==> config.mk <==
export PLATFORM = sky130hd
export DESIGN_NAME = result_collector_flat
export DESIGN_NICKNAME = d
export VERILOG_FILES = /design/src/rtl/result_collector_if.sv /design/src/rtl/result_collector.sv /design/src/flat_wrapper.sv
export SDC_FILE = /design/constraint.sdc
export NUM_CORES = 1
export LEC_CHECK = 0
export CORE_MARGIN = 8
export CORE_UTILIZATION = 30
export CTS_BUF_LIST = sky130_fd_sc_hd__clkbuf_8
export CTS_CLUSTER_DIAMETER = 100
export DETAILED_ROUTE_END_ITERATION = 6
export GPL_TIMING_DRIVEN = 0
export SLEW_MARGIN = 10
export SYNTH_ARGS = -nofsm -noshare
export SYNTH_HDL_FRONTEND = slang
export SYNTH_SLANG_ARGS = --single-unit
==> constraint.sdc <==
create_clock -name clk -period 4 [get_ports clk]
set_clock_uncertainty 0.05 [all_clocks]
set_input_delay 0.8 -clock clk [delete_from_list [all_inputs] [get_ports clk]]
set_output_delay 0.8 -clock clk [all_outputs]
set_load 0.02 [all_outputs]
==> src/rtl/result_collector_if.sv <==
// Result write port: valid/ready stream of narrowed result words with their
// result-memory addresses, from the collector (master) toward result memory.
interface result_collector_if #(
    parameter int OUT_W  = 16,
    parameter int ADDR_W = 8
);
    logic              o_valid;
    logic              o_ready;
    logic [OUT_W-1:0]  o_data;
    logic [ADDR_W-1:0] o_addr;

    modport master (output o_valid, output o_data, output o_addr, input o_ready);
    modport slave  (input o_valid, input o_data, input o_addr, output o_ready);
endinterface

==> src/rtl/result_collector.sv <==
// Captures PE-array results while OutputSign is high, tags them with row-major
// addresses and queues them in a 16-entry FIFO. Macro RESULT_SATURATE_EN selects
// signed saturation to OUT_W instead of plain truncation.
module result_collector #(
    parameter int ACC_W  = 32,
    parameter int OUT_W  = 16,
    parameter int ADDR_W = 8
) (
    input  logic                   clk,
    input  logic                   rstn,
    input  logic                   OutputSign,
    input  logic [1:0]             row_out,
    input  logic [ACC_W-1:0]       pe_data,
    input  logic [ADDR_W-1:0]      base_addr,
    result_collector_if.master     wr,
    output logic                   busy,
    output logic                   done,
    output logic                   overflow
);
    localparam int DEPTH = 16;

    logic [OUT_W-1:0]  mem_data [DEPTH];
    logic [ADDR_W-1:0] mem_addr [DEPTH];
    logic              mem_last [DEPTH];

    logic [3:0]        wr_ptr, rd_ptr;
    logic [4:0]        count;
    logic [1:0]        col;
    logic              prev_sign;
    logic [ADDR_W-1:0] base_q;

    logic              full, rd_hs, wr_en, frame_start;
    logic [3:0]        idx;
    logic [ADDR_W-1:0] base_cur, entry_addr;

`ifdef RESULT_SATURATE_EN
    function automatic logic [OUT_W-1:0] narrow(input logic [ACC_W-1:0] v);
        logic [ACC_W-OUT_W:0] top;
        top = v[ACC_W-1:OUT_W-1];
        // Value fits only if every bit from the output sign bit upward agrees.
        if (!v[ACC_W-1] && (|top))
            return {1'b0, {(OUT_W-1){1'b1}}};
        else if (v[ACC_W-1] && !(&top))
            return {1'b1, {(OUT_W-1){1'b0}}};
        else
            return v[OUT_W-1:0];
    endfunction
`else
    function automatic logic [OUT_W-1:0] narrow(input logic [ACC_W-1:0] v);
        return v[OUT_W-1:0];
    endfunction
    logic unused_hi;
    assign unused_hi = ^pe_data[ACC_W-1:OUT_W];
`endif

    assign full        = (count == 5'd16);
    assign rd_hs       = wr.o_valid && wr.o_ready;
    assign wr_en       = OutputSign && (!full || rd_hs);
    assign frame_start = OutputSign && !prev_sign;
    assign base_cur    = frame_start ? base_addr : base_q;
    assign idx         = {row_out, col};
    assign entry_addr  = base_cur + {{(ADDR_W-4){1'b0}}, idx};

    always_ff @(posedge clk) begin
        if (!rstn) begin
            prev_sign <= 1'b0;
            col       <= 2'd0;
            base_q    <= '0;
            wr_ptr    <= 4'd0;
            rd_ptr    <= 4'd0;
            count     <= 5'd0;
            done      <= 1'b0;
            overflow  <= 1'b0;
        end else begin
            prev_sign <= OutputSign;
            col       <= OutputSign ? col + 2'd1 : 2'd0;
            if (frame_start)
                base_q <= base_addr;
            if (wr_en)
                wr_ptr <= wr_ptr + 4'd1;
            if (rd_hs)
                rd_ptr <= rd_ptr + 4'd1;
            unique case ({wr_en, rd_hs})
                2'b10:   count <= count + 5'd1;
                2'b01:   count <= count - 5'd1;
                default: count <= count;
            endcase
            done <= rd_hs && mem_last[rd_ptr];
            if (OutputSign && full && !rd_hs)
                overflow <= 1'b1;
        end
    end

    // NOTE: the storage array has no reset; count gates every use of its contents.
    always_ff @(posedge clk) begin
        if (rstn && wr_en) begin
            mem_data[wr_ptr] <= narrow(pe_data);
            mem_addr[wr_ptr] <= entry_addr;
            mem_last[wr_ptr] <= (idx == 4'd15);
        end
    end

    assign wr.o_valid = (count != 5'd0);
    assign wr.o_data  = wr.o_valid ? mem_data[rd_ptr] : '0;
    assign wr.o_addr  = wr.o_valid ? mem_addr[rd_ptr] : '0;
    assign busy       = rstn && (OutputSign || wr.o_valid);
endmodule

==> src/flat_wrapper.sv <==
// flat-port wrapper written by rule: the top's interface ports become plain ports
module result_collector_flat 
#(
    parameter int ACC_W  = 32,
    parameter int OUT_W  = 16,
    parameter int ADDR_W = 8
)
  (clk, rstn, OutputSign, row_out, pe_data, base_addr, busy, done, overflow, wr_o_valid, wr_o_data, wr_o_addr, wr_o_ready);
  result_collector_if #(.OUT_W(OUT_W), .ADDR_W(ADDR_W)) wr_i ();
  input  logic clk;
  input  logic rstn;
  input  logic OutputSign;
  input  logic [1:0] row_out;
  input  logic [ACC_W-1:0] pe_data;
  input  logic [ADDR_W-1:0] base_addr;
  output logic busy;
  output logic done;
  output logic overflow;
  output wire logic [$bits(wr_i.o_valid)-1:0] wr_o_valid;
  output wire logic [$bits(wr_i.o_data)-1:0] wr_o_data;
  output wire logic [$bits(wr_i.o_addr)-1:0] wr_o_addr;
  input wire logic [$bits(wr_i.o_ready)-1:0] wr_o_ready;
  assign wr_o_valid = wr_i.o_valid;
  assign wr_o_data = wr_i.o_data;
  assign wr_o_addr = wr_i.o_addr;
  assign wr_i.o_ready = wr_o_ready;
  result_collector #(.ACC_W(ACC_W), .OUT_W(OUT_W), .ADDR_W(ADDR_W)) u_core (.clk(clk), .rstn(rstn), .OutputSign(OutputSign), .row_out(row_out), .pe_data(pe_data), .base_addr(base_addr), .wr(wr_i), .busy(busy), .done(done), .overflow(overflow));
endmodule
==> impl_metrics.csv <==
group,metric,value,unit
cts,clkSlewWorstSetupHoldPaths,0.06,ns
cts,worstSkewPairLatency,0.59,ns
yosys,synth_commonest_cells,"400 x edfxtp_1, 100 x mux4_2, 49 x a211oi_1",
cts,cts_buffer_depth,3,
yosys,yosys.area.top_type,"edfxtp_1",
detailed_routing,ant_nets,0,
yosys,yosysMostFrequentCell,"edfxtp_1",
detailed_routing,wl_per_cell,21.87,um
finish,stdcell_count,1792,
floorplan,start_util,30.23,%
sta,finalCritPeriodShare,96.80,%
yosys,avgSynthCellArea,20.43,um^2
sta,fmax,0.2583,GHz
setup_path,cp-startpoint,"rstn",
job,maxCapViolCount,0,
floorplan,fp.dieH,254.2,um
cts,cts_root_buffer,"clkbuf_8",
global_route,grt_pass1_wl,58260,um
detailed_routing,via_per_inst,4.786,
setup_path,reg2reg_depth,8,
place,place.gp.congestion,0.7418,
power,pwr_density_cell,558.6,mW/mm^2
global_route,antenna_found_initial,0,
yosys,ys_seq_area_share,74.12,%
setup_path,endpoint_kind,"primary output",
cts,cts_tree,"done",
detailed_routing,drt_pass1_iterations,5,
yosys,synth-main-ff-cell,"edfxtp_1",
setup_path,worstPathArrival,3.02,ns
finish,area_delta_synth_final,20.08,%
worst_hold_path,min_path_cells,1,
sta,finalSetupViolations,0,
setup_path,cp-start-kind,"primary input",
power,vdd_ir_drop_max,0.4194,mV
finish,nets,1043,
setup_path,worstPathMaxFanout,10,
yosys,yosys-top-cells-area,"edfxtp_1 71%, mux4_2 13%, dfxtp_1 3.5%",
cts,h-tree-depth,3,
setup_path,reg2reg_from,"u_core.prev_sign",
detailed_routing,routed_wl,39190,um
yosys,yosysWarnings,0,
outcome,status,"completed",
power,p_leak,6.499,nW
cts,cts.sinks,430,
yosys,synth_top_area_share,70.59,%
sta,maxSlewViolCount,0,
setup_path,worstPathRequired,3.15,ns
yosys,synth_edf_count,400,
yosys,netlist_instances,833,
global_route,grtUsageTotal,12.22,%
floorplan,core_area,0.05628,mm^2
power,totalPowerFinal,0.01141,W
sta,rsz0062_at_grt,"no",
cts,cts_setup_buffers,0,
sta,tightest_slew,1.087,ns
setup_path,r2r_end,"u_core.mem_addr[6][4]",
cts,cts_made_buffers,70,
sta,period_minus_slack,3.872,ns
place,place_inst,1669,
floorplan,fp.dieW,254.2,um
setup_path,reg2reg_setup_slack,0.92,ns
global_route,grt_pass1_vias,9027,
sta,max_slew_margin,27.56,%
yosys,syn_area,0.01702,mm^2
yosys,synth_fp_nets,891,
detailed_routing,vias,8576,
yosys,ys_seq_elements,430,
floorplan,io_pins,74,
place,hpwl,25130,um
detailed_routing,drcViolationCount,0,
sta,timing.final.hold_violations,0,
finish,drive_gt1_share,28.05,%
worst_hold_path,hold_end,"u_core.col[0]",
worst_hold_path,hp-class,"flop to flop",
detailed_routing,drtIter0Drc,745,
yosys,synth_cell_types,47,
floorplan,die_area,0.06459,mm^2
yosys,synthArstFlopShare,0,%
floorplan,placementRows,87,
place,port_buffers,56,
setup_path,path_class,"primary input to primary output",
worst_hold_path,worstHoldStart,"u_core.col[0]",
global_route,grt_overflow,0,
global_route,grt_max_degree,20,
==> registers in the layout, indices dropped and copies added (netlist names), named ones only <==
signal / cells
u_core.count: 5
u_core.mem_addr: 128
u_core.prev_sign: 1
u_core.rd_ptr: 4
u_core.wr_ptr: 4
u_core.overflow: 1
u_core.col: 2
u_core.mem_last: 16
u_core.mem_data: 256
u_core.done: 1
u_core.base_q: 8
==> worst max-delay path by stage <==
stage | to | slack [ns]
after floorplan | u_core.mem_addr[2][0] | 0.32
final | busy | 0.13
after global placement | u_core.mem_data[3][3] | -2.55
after global routing | busy | 0.003
after CTS | wr_o_data[5] | 0.003
after detailed placement | u_core.mem_addr[8][4] | -0.71
==> area by class of cell <==
cell class	count	area, um^2
antenna	2	5.005
buffer	49	312.8
clock buffer	72	991.0
clock inverter	49	230.2
fill	5227	35850
inverter	4	15.01
multi-input combinational	350	4350
sequential	430	12610
tap	756	945.9
timing repair buffer	80	969.7
==> worst max-delay path, stage by stage <==
cell	delay [ns]
clkdlybuf4s50_1	0.61
clkbuf_1	0.39
clkbuf_1	0.43
o21a_1	0.19
clkdlybuf4s50_1	0.60
==> routing by layer <==
| layer | wire (um) | track usage (%) |
|---|---|---|
| met5 | 0 | 0 |
| met3 | 2439 | 3.158 |
| met1 | 17990 | 17.18 |
| met4 | 895 | 3.677 |
| met2 | 17860 | 18.53 |
==> cells in the final DEF (no fill, tap or decap), types with 20 or more instances in the layout <==
master,Yosys,layout
a211oi_1,49,34
buf_4,5,26
clkbuf_8,0,72
clkdlybuf4s50_1,0,32
dfxtp_1,30,30
dlygate4sd2_1,0,20
edfxtp_1,400,400
inv_1,3,33
mux2i_1,34,33
mux4_2,100,100
nor2b_1,31,31
==> kinds of logic after synthesis <==
| group | share of synthesized area (%) |
|---|---|
| compound gates | 3.544 |
| xor+xnor | 0.5663 |
| fa+ha+maj | 0.9265 |
| buf+inv | 1.552 |
| flops | 74.12 |
| mux | 15.70 |
| simple gates | 3.589 |
==> repair_timing <==
item,CTS,global route
hold buffers,0,0
endpoints found under the setup margin,40,20
resized for setup,63,5
==> per-stage QoR <==
stage / setup slack, ns / hold WS, ns / instance area, um^2 / setup TNS (ns) / util, %
finish: 0.1278 / 0.4047 / 20430 / 0 / 36.31
global route: 0.003036 / 0.4571 / 20430 / 0 / 36.30
CTS: 0.002621 / 0.4051 / 20400 / 0 / 36.25
detailed placement: -0.7088 / 0.3921 / 19060 / -40.12 / 33.86
global placement: -2.548 / 0.3857 / 18520 / -607.44 / 32.91
floorplan: 0.3158 / 0.3715 / 17020 / 0 / -
==> power breakdown <==
group	total [W]	internal, W	switching [W]
logic	0.00292	0.00121	0.00171
clock network	0.00339	0.00173	0.00166
registers	0.00510	0.00505	0.0000538
total	0.0114	0.00799	0.00342
Note: power is estimated with default switching activity, not from simulation.
==> RTL change 1 (same flow settings) <==
Register the output `overflow` once more; this adds one clock of latency there. The other outputs are not delayed to match.
--- a/src/rtl/result_collector.sv
+++ b/src/rtl/result_collector.sv
@@ -19,4 +19,6 @@
 );
     localparam int DEPTH = 16;
+
+    logic overflow_s0;
 
     logic [OUT_W-1:0]  mem_data [DEPTH];
@@ -71,5 +73,5 @@
             count     <= 5'd0;
             done      <= 1'b0;
-            overflow  <= 1'b0;
+            overflow_s0 <= 1'b0;
         end else begin
             prev_sign <= OutputSign;
@@ -88,5 +90,5 @@
             done <= rd_hs && mem_last[rd_ptr];
             if (OutputSign && full && !rd_hs)
-                overflow <= 1'b1;
+                overflow_s0 <= 1'b1;
         end
     end
@@ -105,4 +107,8 @@
     assign wr.o_addr  = wr.o_valid ? mem_addr[rd_ptr] : '0;
     assign busy       = rstn && (OutputSign || wr.o_valid);
+    always_ff @(posedge clk) begin
+        overflow <= overflow_s0;
+    end
+
 endmodule
 
Behaviour: no difference found for any inputs over 4 cycles, from zero or initial values and one cycle with rstn low; that may be too few to reach the edited logic, so the function may still have changed.
==> RTL change 1 against the original RTL <==
  * Count of clock-buffer cells in the layout is 1 lower
  * First-iteration DRC count is 9.5% lower
  * Non-clock buffer count stayed put
  * Final area is 0.11% lower
  * Via count is 0.17% higher
  * Sequential cell count is 1 higher
  * Wire length is 1.5% higher
  * Sequential share of layout area is 0.17 points higher
  * Setup slack better by 0.0087 ns
  * Synthesized area is 0.12% higher
  * Total power is 0.29% lower
==> RTL change 1: results (changes against the original RTL) <==
[min_path]
holdPathEnd = u_core.overflow  ; was u_core.col[0]
hold_depth = 0  ; was 1
worstHoldStart = u_core.overflow_s0  ; was u_core.col[0]

[synthesis]
yosysSeqAreaShare_pct = 74.2  ; was 74.1%
synthTopCellsByCount = 400 x edfxtp_1, 100 x mux4_2, 49 x a211oi_1  ; unchanged
synthXorXnorAreaFrac_pct = 0.566  ; about the same
syn_nets = 892  ; was 891
synth.area.top_cells = edfxtp_1 71%, mux4_2 13%, dfxtp_1 3.6%  ; was edfxtp_1 71%, mux4_2 13%, dfxtp_1 3.5%
muxShareOfSynthArea_pct = 15.7  ; about the same
synth_compound_area_share_pct = 3.54  ; about the same
netlist_instances = 834  ; was 833
synthAdderAreaFrac_pct = 0.925  ; was 0.927%

[clock_tree]
htree_levels = 3  ; unchanged
post_cts_resized = 49  ; was 63

[detailed_routing]
via_per_inst = 4.80  ; was 4.79
m1WireLength_um = 18200  ; was 18,000 um
first_pass_iters = 4  ; was 5
wl_met3_um = 2090  ; was 2440 um
first_iter_violations = 674  ; was 745
wl_per_cell_um = 22.2  ; was 21.9 um
wl_met2_um = 18600  ; was 17,900 um
totalWireLength_um = 39800  ; was 39,200 um

[power_and_ir_drop]
p_leak_nw = 6.54  ; was 6.50 nW
ir_drop_mv = 0.689  ; was 0.419 mV
p_sw_share_pct = 30.0  ; about the same

[global_route]
grt_use_met3_pct = 2.77  ; was 3.16%
grt_pass1_wl_um = 59500  ; was 58,300 um
grt_pass1_vias = 9175  ; was 9,027
grt_max_degree = 21  ; was 20
grt_use_met1_pct = 17.0  ; was 17.2%
track_usage_pct = 12.4  ; was 12.2%
met2_usage_pct = 19.7  ; was 18.5%

[place]
pre_cts_slack_ns = -0.866  ; was -0.709 ns
hpwl_um = 25700  ; was 25,100 um
numPortBuffers = 56  ; unchanged
place.gp.congestion = 0.723  ; was 0.742
placed_cells = 1670  ; was 1,669
post_dp_cell_area_sq_um = 19000  ; was 19,100 sq um

[setup_path]
arrival_ns = 3.01  ; was 3.02 ns
crit_path_top_delay_cell = clkbuf_1  ; was clkdlybuf4s50_1
r2r-end = u_core.mem_addr[6][4]  ; unchanged
r2r_start = u_core.prev_sign  ; unchanged
crit_fanout = 10  ; unchanged
r2r_setup_slack_ns = 0.87  ; was 0.92 ns
reg2reg_depth = 8  ; unchanged

[cells_and_area]
drive_above_1_share_pct = 28.3  ; was 28.0%
nets = 1044  ; was 1,043
nFillCells = 5219  ; was 5,227

[run_status]
run_status = finished, final reports clean  ; unchanged

[timing]
whs_ns = 0.319  ; was 0.405 ns
worst_pin_slew_ns = 1.08  ; was 1.09 ns

## RTL change 1: cell types whose count changed in the layout (fill, tap and decap cells not counted), sizes merged, moves of 2 or more
| cell | unedited run | this run |
|---|---|---|
| clkinv | 14 | 23 |
| dlygate4sd2 | 20 | 11 |
| inv | 36 | 25 |
| buf | 56 | 54 |
| dlymetal6s2s | 4 | 12 |
## RTL change 1: cells by family after synthesis
family	Yosys count
AOI/OAI and AO/OA	78
xor gates and xnor gates	11
adders and majority gates	12
buffers and inverters	53
DFF	431
muxes	140
and+or+nand+nor	109
## RTL change 1: layout make-up
type | instances | area, sq um | share of cell area [%]
Clock inverter | 47 | 214 | 1.05
Inverter | 4 | 15.0 | 0.0736
Sequential cell | 431 | 12600 | 61.9
Tap cell | 756 | 946 | 4.63
Timing Repair Buffer | 80 | 975 | 4.78
Antenna cell | 1 | 2.50 | 0.0123
Multi-Input combinational cell | 350 | 4320 | 21.2
Clock buffer | 71 | 977 | 4.79
Buffer | 49 | 328 | 1.61
## RTL change 1: worst max path at each step
stage | start | slack (ns) | end
CTS | flip-flop | -0.02 | wr_o_addr[1]
floorplan | wr_o_ready | 0.32 | u_core.mem_addr[2][0]
global route | flip-flop | -0.01 | wr_o_data[13]
finish | flip-flop | 0.14 | wr_o_data[13]
global placement | OutputSign | -2.63 | u_core.mem_data[3][1]
detailed placement | OutputSign | -0.87 | u_core.mem_addr[12][4]
## RTL change 1: power groups by stage
stage          Clock [mW]  Combinational [mW]  Sequential (mW)
2_1_floorplan           0                1.82             5.20
3_3_place_gp            0                2.94             5.21
3_5_place_dp            0                2.98             5.21
4_1_cts              3.42                3.02             5.11
5_1_grt              3.62                3.17             5.12
6_report             3.34                2.93             5.11
==> RTL change 2 (config.mk and constraints unchanged) <==
Without the edit above. The option `RESULT_SATURATE_EN` is turned on by a define.
--- a/src/rtl/result_collector.sv
+++ b/src/rtl/result_collector.sv
@@ -2,4 +2,6 @@
 // addresses and queues them in a 16-entry FIFO. Macro RESULT_SATURATE_EN selects
 // signed saturation to OUT_W instead of plain truncation.
+`define RESULT_SATURATE_EN
+
 module result_collector #(
     parameter int ACC_W  = 32,
Function: changed (Yosys sat finds a counterexample within 4 cycles, from zero or initial values and one cycle with rstn low).
==> RTL change 2 against the original RTL <==
  * Final area rose by 0.84%
  * Wire length decreased by 1.3%
  * Final cell count is 0.95% higher
  * Clock power up 2%
  * Count of clock-buffer cells in the layout fell by 1
  * Largest power group unchanged
  * Critical path type is now flip-flop to output port
  * Critical path depth is 1 higher
  * Total power down 0.30%
  * Synthesized area is essentially flat
  * Setup slack is essentially flat
  * Sequential cell count stayed put
  * Global-route usage is 0.066 points lower
==> RTL change 2: results (changes against the original RTL) <==
[cells_and_area]
nMultiInputCombCells = 348  ; was 350
n_all_buffers = 141  ; was 129
inv_count = 9  ; was 4
drive_above_1_share_pct = 27.2  ; was 28.0%
nets = 1058  ; was 1,043
multi_input_area_sq_um = 4320  ; was 4350 sq um
diodes = 0  ; was 2

[setup_path]
r2r_setup_slack_ns = 0.76  ; was 0.92 ns
critical_path_class = flip-flop to output port  ; was primary input to output port
reg2reg_depth = 9  ; was 8

[place]
place.gp.congestion = 0.713  ; was 0.742
hpwl_um = 26200  ; was 25,100 um
numPortBuffers = 72  ; was 56

[power_and_ir_drop]
clkPwrFrac_pct = 30.4  ; was 29.7%
p_leak_nw = 6.52  ; was 6.50 nW
intPower_mw = 8.06  ; was 7.99 mW
power_mw = 11.4  ; about the same
pwr-share-comb_pct = 24.5  ; was 25.6%

[detailed_routing]
m1WireLength_um = 17300  ; was 18,000 um
top_layer = met5  ; was met4
totalWireLength_um = 38700  ; was 39,200 um
via_per_inst = 4.70  ; was 4.79
wl_met2_um = 18500  ; was 17,900 um

[global_route]
grt_use_met3_pct = 3.17  ; was 3.16%
antenna_found_initial = 1  ; was 0

[synthesis]
synth.area.top_cells = edfxtp_1 71%, mux4_2 13%, dfxtp_1 3.5%  ; unchanged
yosysSeqAreaShare_pct = 74.1  ; about the same
yosysUniqueCellTypes = 49  ; was 47

[run_status]
run_status = finished, final reports clean  ; unchanged

[clock_tree]
insertion_delay_ns = 0.61  ; was 0.59 ns

## RTL change 2: per-stage QoR
stage	hold slack [ns]	std cells	instance area (sq um)	utilization, %
global placement	0.388	1661	18700	33.2
global route	0.451	1809	20600	36.6
CTS	0.426	1809	20600	36.5
floorplan	0.371	833	17000	-
finish	0.420	1809	20600	36.6
detailed placement	0.417	1685	19200	34.1
## RTL change 2: repair_timing
item                                    CTS  global route
pin swaps                                 0             0
resized for setup                        45             8
endpoints found under the setup margin   24            18
hold buffers                              0             0
setup buffers                             0             0
## RTL change 2: cell families (layout without fill, tap and decap cells)
kind of cell,after synthesis,after routing,synth area share (%)
xor gates and xnor gates,11,11,0.566
DFF,430,430,74.1
muxes,165,165,17.2
and+or+nand+nor,83,83,2.60
adders and majority gates,13,13,1.00
AOI/OAI and AO/OA,76,76,3.12
buffers and inverters,55,275,1.43
